--- src/rtl/sap_pkg.sv ---
`default_nettype none
// ============================================================================
//  Module   : sap_pkg
//  Purpose  : Shared types and constants for the SAP control sequencer:
//             opcode encoding, one-hot T-state constants, control word.
//  Revision : 1.0  initial release
// ============================================================================
package sap_pkg;

  localparam int TS_W = 6;

  typedef enum logic [3:0] {
    LDA = 4'h0,
    ADD = 4'h1,
    SUB = 4'h2,
    LDI = 4'h3,
    JMP = 4'h4,
    JC  = 4'h5,
    OUT = 4'hE,
    HLT = 4'hF
  } opcode_t;

  typedef logic [TS_W-1:0] tstate_t;

  localparam tstate_t T1 = 6'b000001;
  localparam tstate_t T2 = 6'b000010;
  localparam tstate_t T3 = 6'b000100;
  localparam tstate_t T4 = 6'b001000;
  localparam tstate_t T5 = 6'b010000;
  localparam tstate_t T6 = 6'b100000;

  // The 13 datapath control bits; hlt is carried separately because it
  // also survives into the HALTED state where everything else is cleared.
  typedef struct packed {
    logic pc_en;
    logic pc_oe;
    logic pc_load;
    logic mar_load;
    logic ram_oe;
    logic ir_load;
    logic ir_oe;
    logic a_load;
    logic a_oe;
    logic b_load;
    logic sub;
    logic alu_oe;
    logic out_load;
  } ctrl_word_t;

  localparam ctrl_word_t CTRL_NOP = '0;

  // True for the two instructions that update the carry flag at end of T6.
  function automatic logic is_alu_op(input logic [3:0] op);
    return (op == ADD) || (op == SUB);
  endfunction

endpackage
`default_nettype wire

--- src/rtl/tstate_ring.sv ---
`default_nettype none
// ============================================================================
//  Module   : tstate_ring
//  Purpose  : One-hot ring counter T1->...->TN->T1 with synchronous reset
//             to T1 and a freeze input that holds the current state.
//  Revision : 1.0  initial release
// ============================================================================
module tstate_ring
  import sap_pkg::*;
#(
  parameter int N = TS_W
) (
  input  logic         clk_i,
  input  logic         rst_i,
  input  logic         freeze_i,
  output logic [N-1:0] state_o
);

  logic [N-1:0] state_q;
  logic [N-1:0] state_d;

  // Rotate the single hot bit one position per clock unless frozen.
  always_comb begin
    state_d = state_q;
    if (!freeze_i) begin
      state_d = {state_q[N-2:0], state_q[N-1]};
    end
  end

  // State register; reset places the token on the first T-state.
  always_ff @(posedge clk_i) begin
    if (rst_i) begin
      state_q <= {{(N-1){1'b0}}, 1'b1};
    end else begin
      state_q <= state_d;
    end
  end

  assign state_o = state_q;

endmodule
`default_nettype wire

--- src/rtl/sap_controller.sv ---
`default_nettype none
// ============================================================================
//  Module   : sap_controller
//  Purpose  : SAP-1 control sequencer. Runs the 6-clock fetch/execute ring,
//             decodes the opcode into the control word, owns the carry flag
//             and the terminal HALTED state.
//  Revision : 1.0  initial release
// ============================================================================
module sap_controller
  import sap_pkg::*;
#(
  parameter int T_STATES = 6
) (
  input  logic                CLK,
  input  logic                RESET,
  input  logic [3:0]          opcode,
  input  logic                c_in,
  output logic                pc_en,
  output logic                pc_oe,
  output logic                pc_load,
  output logic                mar_load,
  output logic                ram_oe,
  output logic                ir_load,
  output logic                ir_oe,
  output logic                a_load,
  output logic                a_oe,
  output logic                b_load,
  output logic                sub,
  output logic                alu_oe,
  output logic                out_load,
  output logic                hlt,
  output logic                carry_flag,
  output logic [T_STATES-1:0] tstate
);

  logic [T_STATES-1:0] state;
  logic                halted_q;
  logic                halted_d;
  logic                carry_q;
  logic                carry_d;
  logic                hlt_now;
  logic                freeze;
  ctrl_word_t          ctrl;
  logic                hlt_bit;

  // HLT is recognised in T4; from the following edge the machine sits in
  // HALTED with the ring frozen so it can never wander into another fetch.
  assign hlt_now = !halted_q && (state == T4) && (opcode == HLT);
  assign freeze  = halted_q || hlt_now;

  tstate_ring #(
    .N (T_STATES)
  ) u_ring (
    .clk_i    (CLK),
    .rst_i    (RESET),
    .freeze_i (freeze),
    .state_o  (state)
  );

  // Next-state for the halt latch and the carry flag.
  always_comb begin
    halted_d = halted_q || hlt_now;
    carry_d  = carry_q;
    if (!halted_q && (state == T6) && is_alu_op(opcode)) begin
      carry_d = c_in;
    end
  end

  // Halt and carry registers, cleared by synchronous reset.
  always_ff @(posedge CLK) begin
    if (RESET) begin
      halted_q <= 1'b0;
      carry_q  <= 1'b0;
    end else begin
      halted_q <= halted_d;
      carry_q  <= carry_d;
    end
  end

  // Control word decode from (state, opcode, carry); reset forces all zero.
  always_comb begin
    ctrl    = CTRL_NOP;
    hlt_bit = 1'b0;
    if (RESET) begin
      ctrl    = CTRL_NOP;
      hlt_bit = 1'b0;
    end else if (halted_q) begin
      hlt_bit = 1'b1;
    end else begin
      case (state)
        T1: begin
          ctrl.pc_oe    = 1'b1;
          ctrl.mar_load = 1'b1;
        end
        T2: begin
          ctrl.pc_en = 1'b1;
        end
        T3: begin
          ctrl.ram_oe  = 1'b1;
          ctrl.ir_load = 1'b1;
        end
        T4: begin
          case (opcode)
            LDA, ADD, SUB: begin
              ctrl.ir_oe    = 1'b1;
              ctrl.mar_load = 1'b1;
            end
            LDI: begin
              ctrl.ir_oe  = 1'b1;
              ctrl.a_load = 1'b1;
            end
            JMP: begin
              ctrl.ir_oe   = 1'b1;
              ctrl.pc_load = 1'b1;
            end
            JC: begin
              ctrl.ir_oe   = carry_q;
              ctrl.pc_load = carry_q;
            end
            OUT: begin
              ctrl.a_oe     = 1'b1;
              ctrl.out_load = 1'b1;
            end
            HLT: begin
              hlt_bit = 1'b1;
            end
            default: ctrl = CTRL_NOP;
          endcase
        end
        T5: begin
          case (opcode)
            LDA: begin
              ctrl.ram_oe = 1'b1;
              ctrl.a_load = 1'b1;
            end
            ADD, SUB: begin
              ctrl.ram_oe = 1'b1;
              ctrl.b_load = 1'b1;
            end
            default: ctrl = CTRL_NOP;
          endcase
        end
        T6: begin
          if (is_alu_op(opcode)) begin
            ctrl.alu_oe = 1'b1;
            ctrl.a_load = 1'b1;
            ctrl.sub    = (opcode == SUB);
          end
        end
        default: ctrl = CTRL_NOP;
      endcase
    end
  end

  assign pc_en      = ctrl.pc_en;
  assign pc_oe      = ctrl.pc_oe;
  assign pc_load    = ctrl.pc_load;
  assign mar_load   = ctrl.mar_load;
  assign ram_oe     = ctrl.ram_oe;
  assign ir_load    = ctrl.ir_load;
  assign ir_oe      = ctrl.ir_oe;
  assign a_load     = ctrl.a_load;
  assign a_oe       = ctrl.a_oe;
  assign b_load     = ctrl.b_load;
  assign sub        = ctrl.sub;
  assign alu_oe     = ctrl.alu_oe;
  assign out_load   = ctrl.out_load;
  assign hlt        = hlt_bit;
  assign carry_flag = carry_q;
  assign tstate     = state;

endmodule
`default_nettype wire

--- config.mk ---
export PLATFORM = sky130hd
export DESIGN_NAME = sap_controller
export DESIGN_NICKNAME = d
export VERILOG_FILES = /design/src/rtl/sap_pkg.sv /design/src/rtl/tstate_ring.sv /design/src/rtl/sap_controller.sv
export SDC_FILE = /design/constraint.sdc
export NUM_CORES = 1
export LEC_CHECK = 0
export CAP_MARGIN = 20
export CORE_UTILIZATION = 35
export CTS_CLUSTER_SIZE = 8
export DETAILED_ROUTE_END_ITERATION = 16
export GPL_TIMING_DRIVEN = 1
export PLACE_DENSITY = 0.83
export SYNTH_ARGS = -nofsm -noshare
export SYNTH_HDL_FRONTEND = slang
export SYNTH_HIERARCHICAL = 1
export SYNTH_SLANG_ARGS = --single-unit
--- constraint.sdc ---
create_clock -name CLK -period 2 [get_ports CLK]
set_input_delay 0.6 -clock CLK [delete_from_list [all_inputs] [get_ports CLK]]
set_output_delay 0.6 -clock CLK [all_outputs]
set_load 0.005 [all_outputs]
==> parameters.txt, run 1 <==
Parameter                              Value

Finish
  Number of nets in the layout    ~140
  Layout overhead on the synthesized area    109.5%
  Fraction of final layout cells with drive strength greater than 1    between 50 and 60%
  Antenna Cells    0
  Layout Utilization    between 80% and 90%
  Most common cell after layout, fill and taps aside    sky130_fd_sc_hd__buf_4
  Most used cells in the layout excluding fill and tap cells    26 x sky130_fd_sc_hd__buf_4, 16 x sky130_fd_sc_hd__buf_2, 9 x sky130_fd_sc_hd__buf_6
  Final standard cell count with taps included and fillers excluded    149

Timing
  Setup clock skew after layout    ~0.90 ps
  Max-Slew Margin vs Limit    approximately four fifths
  RSZ-0062 raised after global routing    true
  Post-layout min period    2312 ps
  Max Fclk    ~0.43 GHz
  PnR worst setup slack    -311.9 ps
  Final hold viol count    0
  Worst Tran Pin Value    a little under 300 ps
  Final clock period utilization by the worst path    115.6%
  Final Max Tran Viols    0
  Count of final setup violators    13

Placement
  Port-buffer cells    27
  Post-place setup slack    -1046 ps
  Post-placement cell count    137
  Detailed-placement wirelength estimate    between 1 and 1.5 mm
  RD Place Congestion    0.8191

Global routing
  Global-route wire length before repair    3.698 mm
  Via count of the first global-routing pass    approximately 840
  Initial antenna violation count    0
  Largest net degree at the start of global routing    11
  All-layer global routing usage    approximately 26%
  Residual overflow from global routing    0

Worst hold path
  Endpoint with the worst hold slack    carry_flag$_SDFFE_PP0P_
  Class of the tightest hold or removal check    reg2reg
  Worst hold stages    2
  Hold path startpoint    carry_flag$_SDFFE_PP0P_

Synth
  Share of synthesized area occupied by flip-flops and latches    about 27%
  Area share of the largest cell type after synthesis    27.12%
  Cell taking the most area after synthesis    sky130_fd_sc_hd__dfxtp_1
  Cells after synthesis    roughly 70
  Post-synthesis area per instance    8.202 sq um
  Cell area after synthesis    590.6 sq um
  Commonest register cell after synthesis    sky130_fd_sc_hd__dfxtp_1
  Net count after synthesis    79
  Count of flip-flops with a built-in enable after synthesis    0
  Library cells used by synthesis    32
  Cells taking the most area after synthesis    sky130_fd_sc_hd__dfxtp_1 27%, sky130_fd_sc_hd__mux2i_1 10%, sky130_fd_sc_hd__nor2_1 5.7%
  Number of synthesized register bits    8
  YS warnings    6
  Post-synth ARST share    0%

Route
  Iteration count of the initial detailed-routing pass    4
  Total routed wirelength    roughly 2.5 mm
  Total number of vias    841
  Post-detailed-route count of antenna-violating nets    0
  Vias per inst    approximately 5.6
  Average detailed-routed wire length per instance    approximately 17 um
  Post-route DRC    0
  DR iter-0 viols    14

Setup path
  Endpoint of the worst-slack reg-to-reg timing path    u_ring/state_o[1]$_SDFFE_PP0N_
  RR Startpoint    u_ring/state_o[4]$_SDFFE_PP0N_
  Depth of the worst register-to-register path    8
  Element type at the critical path end    output port
  Minimum setup slack among reg-to-reg paths    250 ps
  Setup Crit Path Kind    in2out
  Required @ worst endpoint    ~1400 ps
  Arrival time at the worst endpoint    1710 ps
  Critical path fanouts, max    6
  Launching element type of the critical path    input pin

Pwr
  Ratio of total power to cell area    347.4 nW/um^2
  Static leakage power    about 0.56 nW
  Maximum vdd ir drop    around 0.00033 V

Floorplanning
  Total core area    1541 sq um
  Die Ht    about 43 um
  Starting Density    38.31%
  Die ar.    approximately 1900 sq um
  Die width    ~43 um
  Number of top-level design ports    28
  Standard-cell rows    14

Clocking
  Number of buffers on the longest clock path    2
  Clock-pin slew on the worst setup and hold paths    ~50 ps
  Clock Root Buffer    sky130_fd_sc_hd__clkbuf_4
  Clock latency reported for the late side of the worst-skew pair    roughly 250 ps
  CTS sink cnt    8
  CTS Buf Count    3
  Clock tree from TritonCTS    built
  Max H-tree Level    1

Run
  Maximum Capacitance Violations    0

Run status
  Failing checks    setup timing
  Result of the run    finished, violations left
==> layout make-up <==
cell class,count,area [sq um]
flip-flops and latches,8,165.2
inverters,3,11.26
well taps,16,20.02
repair buffers,61,478.0
fillers,94,304.0
clock buffers,3,22.52
multi-input cells,58,540.5
==> registers in the layout, indices dropped and copies added (netlist names) <==
name,count
u_ring/state_o,6
carry_flag,1
halted_q,1
==> where the power goes <==
| group | internal (W) | leakage [nW] | switching [W] |
|---|---|---|---|
| Combinational | 0.0000743 | 0.478 | 0.0000664 |
| Sequential | 0.000163 | 0.0667 | 0.00000572 |
| Clock | 0.0000685 | 0.0138 | 0.0000521 |
==> cell families after synthesis <==
group	after synthesis	synth area share, %
AOI/OAI and AO/OA	9	11.87
xor gates and xnor gates	1	1.483
buffers and inverters	6	5.085
DFF	8	27.12
muxes	6	10.17
and+or+nand+nor	42	44.28
==> per-stage QoR <==
stage | total power [W] | setup TNS [ps] | hold slack (ps) | cell area [sq um]
after floorplan | 0.0002099 | -113.0 | 480.3 | 590.6
after global placement | 0.0002760 | -12750 | 484.4 | 1050
after detailed placement | 0.0002797 | -13340 | 505.1 | 1050
after CTS | 0.0004178 | -1854 | 512.2 | 1166
after global routing | 0.0004543 | -3176 | 546.4 | 1237
final | 0.0004299 | -2368 | 508.5 | 1237
==> worst max-delay path by stage <==
stage | cells after the start | end | from | slack (ps)
6_report | 6 | a_load | opcode[0] | -310
3_5_place_dp | 5 | mar_load | RESET | -1050
3_3_place_gp | 5 | mar_load | RESET | -1000
2_1_floorplan | 3 | ram_oe | RESET | -50
5_1_grt | 6 | a_load | opcode[0] | -370
4_1_cts | 5 | ram_oe | opcode[2] | -280
==> metal layers <==
layer  GRT usage (%)  wire length (um)  vias up
li1                -                 -      388
met1           31.09              1011      395
met2           46.67              1233       44
met3           1.702               138       14
met4           10.91               103        0
met5               0                 0        -
==> critical path, stage by stage <==
cell	delay [ps]
sky130_fd_sc_hd__clkdlybuf4s15_1	230
sky130_fd_sc_hd__buf_4	190
sky130_fd_sc_hd__nor2_1	170
sky130_fd_sc_hd__nand4b_1	160
sky130_fd_sc_hd__a31oi_1	220
sky130_fd_sc_hd__buf_2	140
==> synth_stat cells (2+ instances only) <==
library cell,instances
sky130_fd_sc_hd__inv_1,3
sky130_fd_sc_hd__nand2b_1,3
sky130_fd_sc_hd__nor3_1,6
sky130_fd_sc_hd__nor2_1,9
sky130_fd_sc_hd__nor2b_1,5
sky130_fd_sc_hd__clkbuf_1,2
sky130_fd_sc_hd__mux2i_1,6
sky130_fd_sc_hd__dfxtp_1,8
sky130_fd_sc_hd__a21o_1,2
sky130_fd_sc_hd__nor4_1,2
sky130_fd_sc_hd__nand4b_1,2
sky130_fd_sc_hd__nand2_1,4
==> timing repair <==
| item | in CTS | in global routing |
|---|---|---|
| buffers inserted | 6 | 4 |
| pin swaps | 13 | 5 |
| hold buffers | 0 | 0 |
| resized for setup | 99 | 8 |
| setup endpoints to repair | 14 | 14 |
(Power assumes the default switching activity.)
==> inputs of run 2 (changes only) <==
CAP_MARGIN = unset   (was 20)
==> results of run 2 <==
Same layout as run 1: the final DEF is identical, and so are final timing and power.
==> inputs of run 3 (changes only) <==
GPL_TIMING_DRIVEN = 0   (was 1)
==> run 3 against run 2 <==
Effect of this change: the run still ends with setup timing left; combinational power is 23% lower; sequential cell count stayed put; hold slack worse by 4.7 ps; register-to-register slack better by 50 ps; sequential share of layout area is 2.0 points higher; global-route usage is 3.2 points lower; wire length is 9.2% lower; worst setup slack worse by 62 ps; die area stayed put; clock skew is 6.5 ps higher; first-iteration DRC count is 14% lower; non-clock buffer count is 16 lower; critical path type unchanged; critical endpoint is now mar_load; largest cell class unchanged; largest power group unchanged; highest routed layer unchanged.
==> parameters.txt, run 3 (synthesized netlist as in run 1, its figures left out) <==
Parameter                              Value

Pwr
  Clock Power Share    30.6%
  Maximum vdd ir drop    0.0003291 V
  Share of total power in sequential cells    between 40 and 50%
  Relative contribution of combinational cells to total power    a little over a quarter
  Static leakage power    a little under 0.5 nW
  Final total power    roughly 0.00040 W
  Power spent charging and discharging nets    around 0.00012 W
  Sw Ratio    ~30%
  Design internal power    about 0.00028 W
  Ratio of total power to cell area    around 360 nW/um^2

Finish
  Area used by multi-input combinational logic    between 500 and 600 sq um
  FF+latch area    173.9 sq um
  Number of nets in the layout    126
  Layout overhead on the synthesized area    91.95%
  Most used cells in the layout excluding fill and tap cells    12 x sky130_fd_sc_hd__buf_2, 12 x sky130_fd_sc_hd__buf_4, 9 x sky130_fd_sc_hd__clkdlybuf4s50_1
  Antenna Cells    0
  Flip-flop count of the largest register after layout    6
  Number of fill cells    between 100 and 150
  Fraction of final layout cells with drive strength greater than 1    52.99%

Route
  Total number of vias    between 700 and 800
  DR iter-0 viols    12
  Post-detailed-route count of antenna-violating nets    0
  Vias per inst    5.654
  Iteration count of the initial detailed-routing pass    4
  Post-route DRC    0
  Average detailed-routed wire length per instance    roughly 17 um
  Total routed wirelength    roughly 2.3 mm

Timing
  RSZ-0062 raised after global routing    true
  Final clock period utilization by the worst path    118.7%
  Final hold viol count    0
  PnR worst setup slack    -373.8 ps
  Post-layout min period    2374 ps
  Worst Tran Pin Value    between 300 and 400 ps
  Setup clock skew after layout    between 7 and 8 ps
  Max Fclk    between 0.4 and 0.5 GHz
  Max-Slew Margin vs Limit    approximately three quarters
  Final Max Tran Viols    0
  Count of final setup violators    14

Setup path
  Cell family contributing the most delay on the critical path    simple AND/OR/NAND/NOR gates
  Critical Path Stages    6
  RR Startpoint    u_ring/state_o[4]$_SDFFE_PP0N_
  Critical Path Max Stage Delay    510 ps
  Cells traversed along the worst timing path    buf_12 > or4_4 > a21o_1 > buf_6 > o32ai_2 > buf_2
  Critical Path Slowest Stage Cell    sky130_fd_sc_hd__or4_4
  Element type at the critical path end    output port
  Setup Crit Path Kind    in2out
  Launching element type of the critical path    input pin
  Required @ worst endpoint    about 1400 ps
  Buffers & Inverters on Critical Path    3
  Minimum setup slack among reg-to-reg paths    roughly 300 ps
  Endpoint of the worst-slack reg-to-reg timing path    u_ring/state_o[1]$_SDFFE_PP0N_
  Critical path fanouts, max    4
  Arrival time at the worst endpoint    ~1800 ps
  Depth of the worst register-to-register path    8

Clocking
  CTS Buf Count    3
  Hold buffers post-CTS    0
  Max H-tree Level    1
  Clock latency reported for the late side of the worst-skew pair    260 ps
  Clock Root Buffer    sky130_fd_sc_hd__clkbuf_4
  Number of buffers on the longest clock path    2
  Clock tree from TritonCTS    built
  CTS sink cnt    8
  Clock-pin slew on the worst setup and hold paths    roughly 60 ps

Global routing
  All-layer global routing usage    a little under a quarter
  Largest net degree at the start of global routing    10
  Initial antenna violation count    0
  Via count of the first global-routing pass    roughly 730
  Global-route wire length before repair    3.236 mm
  Residual overflow from global routing    0

Floorplanning
  Total core area    ~1500 sq um
  Die width    ~43 um
  Die ar.    about 1900 sq um
  Standard-cell rows    14
  Starting Density    38.31%
  Number of top-level design ports    28
  Die Ht    around 43 um

Run
  Maximum Capacitance Violations    0

Worst hold path
  Hold path startpoint    carry_flag$_SDFFE_PP0P_
  Class of the tightest hold or removal check    reg2reg
  Endpoint with the worst hold slack    carry_flag$_SDFFE_PP0P_
  Worst hold stages    2

Placement
  Detailed-placement wirelength estimate    1.099 mm
  Port-buffer cells    25
  RD Place Congestion    0.7967
  Post-place setup slack    -1298 ps

Run status
  Failing checks    setup timing
  Result of the run    finished, violations left
## run 3: cell types whose count changed in the layout (fill, tap and decap cells not counted), sizes merged
| cell | delta |
|---|---|
| clkdlybuf4s50 | +1 |
| dlygate4sd2 | +1 |
| clkdlybuf4s15 | -1 |
| buf | -19 |
| clkbuf | +2 |
## run 3: what timing repair did
| item | CTS | global route |
|---|---|---|
| gates cloned | 0 | 0 |
| pin swaps | 8 | 7 |
| setup endpoints to repair | 14 | 15 |
| resized for setup | 94 | 11 |
| buffers inserted | 15 | 3 |
## run 3: layout make-up
| cell class | instances | share of cell area, % |
|---|---|---|
| well taps | 16 | 1.766 |
| multi-input cells | 58 | 47.13 |
| flip-flops and latches | 8 | 15.34 |
| inverters | 3 | 0.9934 |
| repair buffers | 42 | 30.68 |
| plain buffers | 3 | 2.097 |
| clock buffers | 3 | 1.987 |
## run 3: worst max-delay path by stage
stage	start	end	slack (ps)
final	RESET	mar_load	-370
after global routing	halted_q$_SDFF_PP0_	mar_load	-430
after CTS	RESET	mar_load	-360
after detailed placement	RESET	mar_load	-1300
after global placement	RESET	mar_load	-1300
after floorplan	RESET	ram_oe	-50
## run 3: power by group through the flow
| stage | combinational, W | clock, W | sequential (W) |
|---|---|---|---|
| 2_1_floorplan | 0.0000353 | 0 | 0.000175 |
| 3_3_place_gp | 0.0000680 | 0 | 0.000176 |
| 3_5_place_dp | 0.0000695 | 0 | 0.000176 |
| 4_1_cts | 0.0000925 | 0.000127 | 0.000171 |
| 6_report | 0.000108 | 0.000124 | 0.000173 |
| 5_1_grt | 0.000115 | 0.000135 | 0.000174 |
## run 3: per-layer routing
| layer | wire [um] | part of all wire (%) | up-vias | global-route usage, % |
|---|---|---|---|---|
| met5 | 0 | 0 | - | 0 |
| met4 | 20 | 0.89 | 0 | 8.485 |
| met3 | 104 | 4.6 | 4 | 2.553 |
| met2 | 1178 | 52 | 29 | 40.30 |
| met1 | 955 | 42 | 364 | 27.39 |
| li1 | - | - | 355 | - |
## run 3: metrics by stage
stage	std cells	setup TNS, ps	util [%]	hold WS (ps)	instance area, sq um
floorplan	72	-113.0	-	480.3	590.6
global placement	113	-14740	55.84	484.5	860.8
detailed placement	113	-15020	55.84	492.2	860.8
CTS	130	-2552	69.16	506.0	1066
global route	133	-4099	73.54	548.0	1134
finish	133	-3382	73.54	503.8	1134
## run 3: worst register-to-register path, delay by kind of cell (launching register included)
family                 cells  cell delay, ps
buffers and inverters      4             510
and+or+nand+nor            2             370
AOI/OAI and AO/OA          1             150
muxes                      1             220
DFF                        1             360
